**config.mk**
```make
export PLATFORM = sky130hd
export DESIGN_NAME = tcam_write_sequencer
export DESIGN_NICKNAME = d
export VERILOG_FILES = /design/src/rtl/tcam_write_sequencer.sv
export SDC_FILE = /design/constraint.sdc
export NUM_CORES = 1
export LEC_CHECK = 0
export CAP_MARGIN = 30
export CORE_AREA = 3 3 256 258
export DETAILED_ROUTE_END_ITERATION = 7
export DIE_AREA = 0 0 259 261
export PLACE_DENSITY = 0.65
export SETUP_SLACK_MARGIN = 0.05
export SLEW_MARGIN = 30
export SYNTH_ARGS = -nofsm -noshare
export SYNTH_HDL_FRONTEND = slang
export SYNTH_SLANG_ARGS = --single-unit
```
**constraint.sdc**
```tcl
create_clock -name clk -period 4.2 [get_ports clk]
set_input_delay 0.84 -clock clk [delete_from_list [all_inputs] [get_ports clk]]
set_output_delay 0.84 -clock clk [all_outputs]
set_load 0.01 [all_outputs]
```
**src/rtl/tcam_write_sequencer.sv**
```systemverilog
// tcam_write_sequencer: arbitrates two TCAM entry writers and serialises the granted entry onto a register write bus.
// Ports:
//   clk, rst_n          rising-edge clock, asynchronous active-low reset
//   i_req[1:0]          write requests (bit 0 host, bit 1 learning engine)
//   i_cmd_type          per-requester 3-bit command, requester n at [3n+2:3n]
//   i_raw_data          per-requester key, requester n at [LW*n +: LW]
//   i_dont_care_mask    per-requester mask (1 = don't care), same slicing
//   i_action_data       per-requester action, same slicing
//   i_tcam_busy         TCAM engine busy
//   o_grant             one-hot grant pulse; operands latched on that edge
//   o_done              one-cycle completion pulse to the granted requester
//   o_timeout           pulses with o_done when the wait for the engine was abandoned
//   o_busy              high from the grant cycle through the done cycle
//   o_reg_bus_we*       register write bus (strobe, address, data, data valid)
// Build option: define TCAM_WRITE_SEQ_TIMEOUT_EN to abandon the engine wait after 1024 cycles.
module tcam_write_sequencer #(
  parameter int LOOK_UP_DATA_WIDTH = 144,
  parameter int ACTION_WIDTH = 24,
  parameter int REG_ADDR_BUS_WIDTH = 8,
  parameter int REG_DATA_BUS_WIDTH = 16,
  parameter logic [REG_ADDR_BUS_WIDTH-1:0] BASE_ADDR = 8'h40
) (
  input  logic                            clk,
  input  logic                            rst_n,
  input  logic [1:0]                      i_req,
  input  logic [5:0]                      i_cmd_type,
  input  logic [2*LOOK_UP_DATA_WIDTH-1:0] i_raw_data,
  input  logic [2*LOOK_UP_DATA_WIDTH-1:0] i_dont_care_mask,
  input  logic [2*ACTION_WIDTH-1:0]       i_action_data,
  output logic [1:0]                      o_grant,
  output logic [1:0]                      o_done,
  output logic                            o_timeout,
  output logic                            o_busy,
  output logic                            o_reg_bus_we,
  output logic [REG_ADDR_BUS_WIDTH-1:0]   o_reg_bus_we_addr,
  output logic [REG_DATA_BUS_WIDTH-1:0]   o_reg_bus_we_din,
  output logic                            o_reg_bus_we_din_v,
  input  logic                            i_tcam_busy
);
  localparam int LW = LOOK_UP_DATA_WIDTH;
  localparam int DW = REG_DATA_BUS_WIDTH;
  localparam int AW = REG_ADDR_BUS_WIDTH;
  localparam int NW = LW / DW;
  localparam int AWD = (ACTION_WIDTH + DW - 1) / DW;
  localparam int NWORDS = 2 * NW + AWD;
  localparam int CW = $clog2(NWORDS + 1);
  typedef enum logic [2:0] {IDLE, WR_DATA, WR_CMD, WAIT_BUSY, DONE} state_t;
  state_t r_state, w_next;
  logic [1:0] w_req, w_grant, r_sel;
  logic r_last;
  logic [CW-1:0] r_cnt, w_idx;
  logic [LW-1:0] r_raw, r_mask;
  logic [ACTION_WIDTH-1:0] r_act;
  logic [2:0] r_cmd;
  logic [NWORDS*DW-1:0] w_flat;
  logic [DW-1:0] w_word;
  logic w_to, w_exit, w_wr;
  // WAIT_BUSY is the single cycle after the command write in which the engine
  // has not yet reacted, so busy is ignored there; DONE then holds until the
  // engine is idle and completes in that same cycle.
  always_comb begin
    w_req = (rst_n && r_state == IDLE && !i_tcam_busy) ? i_req : 2'b00;
    w_grant = &w_req ? (r_last ? 2'b01 : 2'b10) : w_req;
    w_exit = !i_tcam_busy || w_to;
    w_next = r_state == IDLE ? (|w_grant ? WR_DATA : IDLE) :
             r_state == WR_DATA ? (r_cnt == CW'(NWORDS - 1) ? WR_CMD : WR_DATA) :
             r_state == WR_CMD ? WAIT_BUSY :
             r_state == WAIT_BUSY ? DONE :
             (w_exit ? IDLE : DONE);
    w_flat = {(AWD*DW)'(r_act), r_mask, r_raw};
    w_idx = (r_state == WR_DATA) ? r_cnt : '0;
    w_word = w_flat[DW*w_idx +: DW];
    w_wr = r_state == WR_DATA || r_state == WR_CMD;
  end
  always_ff @(posedge clk or negedge rst_n) begin
    if (!rst_n) begin
      r_state <= IDLE;
      r_cnt <= '0;
      r_sel <= 2'b00;
      r_last <= 1'b1;
      r_raw <= '0;
      r_mask <= '0;
      r_act <= '0;
      r_cmd <= '0;
    end else begin
      r_state <= w_next;
      r_cnt <= (r_state == WR_DATA) ? r_cnt + 1'b1 : '0;
      if (|w_grant) begin
        r_sel <= w_grant;
        r_last <= w_grant[1];
        r_raw <= w_grant[1] ? i_raw_data[2*LW-1:LW] : i_raw_data[LW-1:0];
        r_mask <= w_grant[1] ? i_dont_care_mask[2*LW-1:LW] : i_dont_care_mask[LW-1:0];
        r_act <= w_grant[1] ? i_action_data[2*ACTION_WIDTH-1:ACTION_WIDTH] : i_action_data[ACTION_WIDTH-1:0];
        r_cmd <= w_grant[1] ? i_cmd_type[5:3] : i_cmd_type[2:0];
      end
    end
  end
`ifdef TCAM_WRITE_SEQ_TIMEOUT_EN
  logic [9:0] r_wd;
  logic r_to;
  logic w_wait;
  assign w_wait = r_state == WAIT_BUSY || r_state == DONE;
  // r_wd counts cycles since entering WAIT_BUSY; r_to rises once 1024 have elapsed
  always_ff @(posedge clk or negedge rst_n) begin
    if (!rst_n) begin
      r_wd <= '0;
      r_to <= 1'b0;
    end else begin
      r_wd <= w_wait ? r_wd + 1'b1 : '0;
      r_to <= w_wait && (r_to || r_wd == 10'h3ff);
    end
  end
  assign w_to = r_to;
`else
  assign w_to = 1'b0;
`endif
  assign o_grant = w_grant;
  assign o_busy = r_state != IDLE || |w_grant;
  assign o_done = (r_state == DONE && w_exit) ? r_sel : 2'b00;
  assign o_timeout = r_state == DONE && w_to;
  assign o_reg_bus_we = w_wr;
  assign o_reg_bus_we_din_v = w_wr;
  assign o_reg_bus_we_addr = w_wr ? BASE_ADDR + AW'(r_cnt) : '0;
  assign o_reg_bus_we_din = r_state == WR_CMD ? DW'(r_cmd) : r_state == WR_DATA ? w_word : '0;
endmodule
```
==> qor.csv, run 1 <==
metric;value;unit
status;completed;
async_reset_ff_share;100;%
peakVddDrop;0.350;mV
clockRootBuffer;clkbuf_16;
drc;0;
required;3.36;ns
finalWorstSetupSlack;0.152;ns
cpMaxStageDelayCell;dfrtp_1;
post-place-ws;0.152;ns
row_count;92;
tightest_slew;1.10;ns
cp_max_fo;28;
cts_buffer_depth;3;
hold_violations;0;
synth_area_leader_cell;dfrtp_1;
gp_congestion;0.836;
setup_violations;0;
crit_top_cell;buf_4;
die_w;259;microns
drtIter0Drc;1200;
yosys.area.top_type_share;48.4;%
num_vias;16556;
yosysMostFrequentCell;nand2_1;
drive_above_1_share;6.80;%
syn_to_final_growth;53.5;%
finalCritPeriodShare;96.4;%
overflow;0;
cts_hold_buf;0;
cap_violations;0;
worstSkewPairLatency;0.54;ns
crit_cells;8;
num_io_pins;667;
yosys-top-cells-count;nand2_1, dfrtp_1, a22oi_1, buf_2, mux2i_1;
leakagePower;11.5;nW
clock_skew;0.0178;ns
crit_path_max_incr_delay;0.45;ns
min_period;4.05;ns
synth_cell_types;54;
antenna_found_initial;2;
grtUsageTotal;21.8;%
synth-edff-count;0;
die_area;67600;sq um
grt_pass1_vias;17008;
grt_max_degree;188;
wire_per_inst;23.1;microns
drv_slew;0;
num-fill-cells;6176;
avgSynthCellArea;9.03;sq um
synthCells;1862;
wirelength;77000;microns
min_path_type;input pin to asynchronous set/reset pin;
start_kind;register;
cts.sinks;326;
synthesis.area;16800;sq um
fin_hold_ws;0.131;ns
grt_first_pass_wirelength;110000;microns
max_clock_freq;247;MHz
rsz0062_at_grt;true;
die_h;261;microns
reg2reg_depth;8;
seq_area_frac_synth;48.5;%
maxSlewHeadroom;26.6;%
end_kind;primary output;
clk_pin_slew;0.06;ns
cp_cell_sequence;buf_4 > nand4bb_4 > buf_12 > a221oi_1 > a211oi_1 > nor3_1 > o31ai_1 > buf_4;
start_util;26.6;%
yosys_warnings;0;
dp_hpwl;59200;microns
cts_made_buffers;40;
cts_tree;yes;
synth-seq-cells;326;
crit_type;register to primary output;
critPathArrivalTime;3.21;ns
core;63200;sq um
p_per_area;640;nW/um^2
critical-path-top-delay-family;simple AND/OR/NAND/NOR gates;
nets;3094;
utilization;40.9;%
ant_nets;0;
drt-vias-per-instance;4.97;
io_buffers;663;
critical_path_buf_inv_count;3;
dr.pass1.iters;6;
cts-htree-levels;2;
synth-main-ff-cell;dfrtp_1;
synth_area_leaders;dfrtp_1, nand2_1, a22oi_1;
## cell type report
class / instances / area (sq um) / share of cell area (%)
clock inverter: 16 / 194 / 0.751
timing repair buffer: 724 / 7300 / 28.3
clock buffer: 54 / 1140 / 4.43
antenna: 1 / 2.50 / 0.00969
tap: 846 / 1060 / 4.10
inverter: 5 / 26.3 / 0.102
sequential: 326 / 8170 / 31.6
multi-input combinational: 1361 / 7930 / 30.7
## timing repair
item                                    CTS  global route
gates resized for setup                  24             7
pin swaps                                 3             0
cloned                                    1             0
setup buffers                             6             0
endpoints found under the setup margin    9             5
## through the flow
step / total power, mW / setup TNS [ns] / instances / area (sq um)
after global placement: 12.8 / 0 / 3253 / 24200
after global routing: 17.7 / 0 / 3332 / 25800
final: 16.5 / 0 / 3333 / 25800
after detailed placement: 12.9 / 0 / 3253 / 24200
after CTS: 16.7 / -0.0115 / 3330 / 25700
after floorplan: 9.27 / 0 / 1864 / 16800
## layout by cell type, fill, tap and decap left out, types with 28 or more instances in the layout
| master | synthesis | layout |
|---|---|---|
| buf_4 | 30 | 53 |
| a211oi_1 | 32 | 29 |
| clkdlybuf4s50_1 | 0 | 646 |
| dfrtp_1 | 325 | 321 |
| clkbuf_16 | 0 | 41 |
| a21oi_1 | 28 | 28 |
| a22oi_1 | 315 | 315 |
| a221oi_1 | 51 | 47 |
| mux2i_1 | 86 | 86 |
| nand2_1 | 679 | 679 |
## power by group
group          total (mW)  internal, mW  leakage [nW]  switching [mW]
clock network        3.54          2.15         0.652            1.39
registers            5.87          4.73          4.06            1.13
logic                7.12          3.01          6.74            4.11
## cells by family after synthesis
logic type                 Yosys count  synth area share [%]
muxes                               86                  5.12
buffers and inverters              177                  5.54
AOI/OAI and AO/OA                  495                  22.2
DFF                                326                  48.5
xor gates and xnor gates             3                 0.156
other                                1                0.0223
adders and majority gates            1                0.0744
and+or+nand+nor                    773                  18.4
## final timing paths
path | start | end | slack [ns]
max | r_state[2] | o_reg_bus_we_din[6] | 0.15
min | rst_n | r_raw[102] | 0.13
max reg2reg | r_state[1] | r_mask[102] | 0.71
min reg2reg | r_mask[28] | r_mask[28] | 0.47
max in group asynchronous | rst_n | r_mask[99] | 2.88
min in group clk | r_mask[28] | r_mask[28] | 0.47
## sequential cells by signal, indices dropped and copies added (netlist names)
register / flops
r_state: 3
r_cnt: 5
r_last: 1
r_raw: 144
r_act: 24
r_cmd: 3
r_mask: 144
r_sel: 2
## per-layer routing
metal / routed length, microns / part of all wire, % / GRT usage (%) / vias up
li1: - / - / - / 7846
met1: 31100 / 40 / 27.1 / 8049
met2: 39800 / 52 / 39.5 / 579
met3: 4550 / 5.9 / 3.68 / 80
met4: 1590 / 2.1 / 5.26 / 2
met5: 13 / 0.017 / 0 / -
Power figures use the tool's default switching activity.
==> inputs of run 2 (changes only) <==
- SLEW_MARGIN: 30 -> 20
==> run 2 against run 1 <==
  * Core utilization decreased by 0.087 points
  * Power about the same
  * Critical path depth unchanged
  * Setup slack got worse by 0.00099 ns
  * Sequential share of layout area increased by 0.068 points
  * Final cell count about the same
  * Clock-buffer cell count unchanged
  * Largest cell class unchanged
==> qor.csv, run 2 (same netlist as run 1, synthesis figures left out) <==
metric;value;unit
clockRootBuffer;clkbuf_16;
crit_top_cell;buf_4;
num_io_pins;667;
wire_per_inst;23.1;microns
max_clock_freq;247;MHz
clock_skew;0.0194;ns
clk_pin_slew;0.06;ns
gp_congestion;0.836;
utilization;40.8;%
nets;3092;
reg2reg_depth;8;
wirelength;76900;microns
drt-vias-per-instance;4.98;
worstReg2RegStart;r_state[1];
leakagePower;11.4;nW
row_count;92;
die_w;259;microns
p_total;16.5;mW
drtIter0Drc;1182;
die_h;261;microns
tightest_slew;1.06;ns
drive_above_1_share;6.72;%
drv_slew;0;
placed_cells;3253;
grt_max_degree;188;
drc;0;
top_regs;r_mask x144, r_raw x144, r_act x24;
cts.sinks;326;
core;63200;sq um
min_period;4.05;ns
antenna_found_initial;2;
cts_tree;yes;
timing.reg2reg.setup_slack;0.74;ns
cts-htree-levels;2;
layout_commonest_cell;nand2_1;
crit_path_max_incr_delay;0.46;ns
dp_hpwl;59200;microns
maxSlewHeadroom;29.4;%
required;3.36;ns
syn_to_final_growth;53.2;%
layout_common_cells;nand2_1, clkdlybuf4s50_1, dfrtp_1;
peakVddDrop;0.347;mV
cap_violations;0;
fin_hold_ws;0.130;ns
setup_violations;0;
cts_buffer_depth;3;
num_vias;16578;
grt_first_pass_wirelength;110000;microns
start_kind;register;
finalCritPeriodShare;96.4;%
die_area;67600;sq um
dr.pass1.iters;5;
grtUsageTotal;21.8;%
p_per_area;641;nW/um^2
start_util;26.6;%
end_kind;primary output;
cpMaxStageDelayCell;dfrtp_1;
min_path_type;input pin to asynchronous set/reset pin;
status;completed;
crit_type;register to primary output;
grt_pass1_vias;17008;
io_buffers;663;
cp_cell_sequence;buf_4 > nand4bb_4 > buf_12 > a221oi_1 > a211oi_1 > nor3_1 > o31ai_1 > buf_4;
critPathArrivalTime;3.21;ns
ant_nets;0;
overflow;0;
cts_made_buffers;40;
post-place-ws;0.152;ns
fin_cells;3331;
finalWorstSetupSlack;0.151;ns
cp_max_fo;28;
worstSkewPairLatency;0.54;ns
rsz0062_at_grt;true;
r2r-end;r_mask[102];
hold_violations;0;
-- run 2: final cells by class --
cell class / count / area (sq um)
fill: 6179 / 37400
sequential: 326 / 8170
multi-input combinational: 1361 / 7930
timing repair buffer: 722 / 7240
clock buffer: 54 / 1140
tap: 846 / 1060
clock inverter: 16 / 194
inverter: 5 / 26.3
antenna: 1 / 2.50
-- run 2: power breakdown --
group	switching, mW	internal (mW)	total (mW)
Sequential	1.13	4.73	5.86
Clock	1.38	2.16	3.54
Combinational	4.10	3.00	7.11
-- run 2: layer usage --
layer  global-route usage [%]  part of all wire (%)
met5                        0                 0.017
met4                     5.26                   2.1
met3                     3.68                   5.9
met2                     39.5                    52
met1                     27.1                    40
-- run 2: worst max path at each step --
stage | start | end | cells past startpoint | slack [ns]
detailed placement | r_state[2] | o_reg_bus_we_din[3] | 7 | 0.15
finish | r_state[2] | o_reg_bus_we_din[6] | 8 | 0.15
CTS | r_state[2] | o_reg_bus_we_din[13] | 9 | -0.01
floorplan | i_req[1] | o_busy | 7 | 1.40
global route | r_state[2] | o_reg_bus_we_din[10] | 9 | 0.05
global placement | r_state[2] | o_reg_bus_we_din[3] | 7 | 0.05
-- run 2: critical path, delay by kind of cell, from the launching register on --
| family | cells | cell delay [ns] |
|---|---|---|
| AO/OA/AOI/OAI | 3 | 0.72 |
| AND/OR/NAND/NOR | 2 | 0.78 |
| buffers and inverters | 3 | 0.67 |
| flip-flops | 1 | 0.46 |
-- run 2: what timing repair did --
item	CTS	global route
buffers inserted	6	0
hold buffers	0	0
resized for setup	24	7
endpoints found under the hold margin	0	0
endpoints found under the setup margin	9	5
cloned	1	0
pin swaps	3	0
-- run 2: metrics by stage --
stage | instance area, sq um | TNS [ns]
finish | 25800 | 0
global route | 25800 | 0
CTS | 25700 | -0.0115
detailed placement | 24200 | 0
global placement | 24200 | 0
floorplan | 16800 | 0
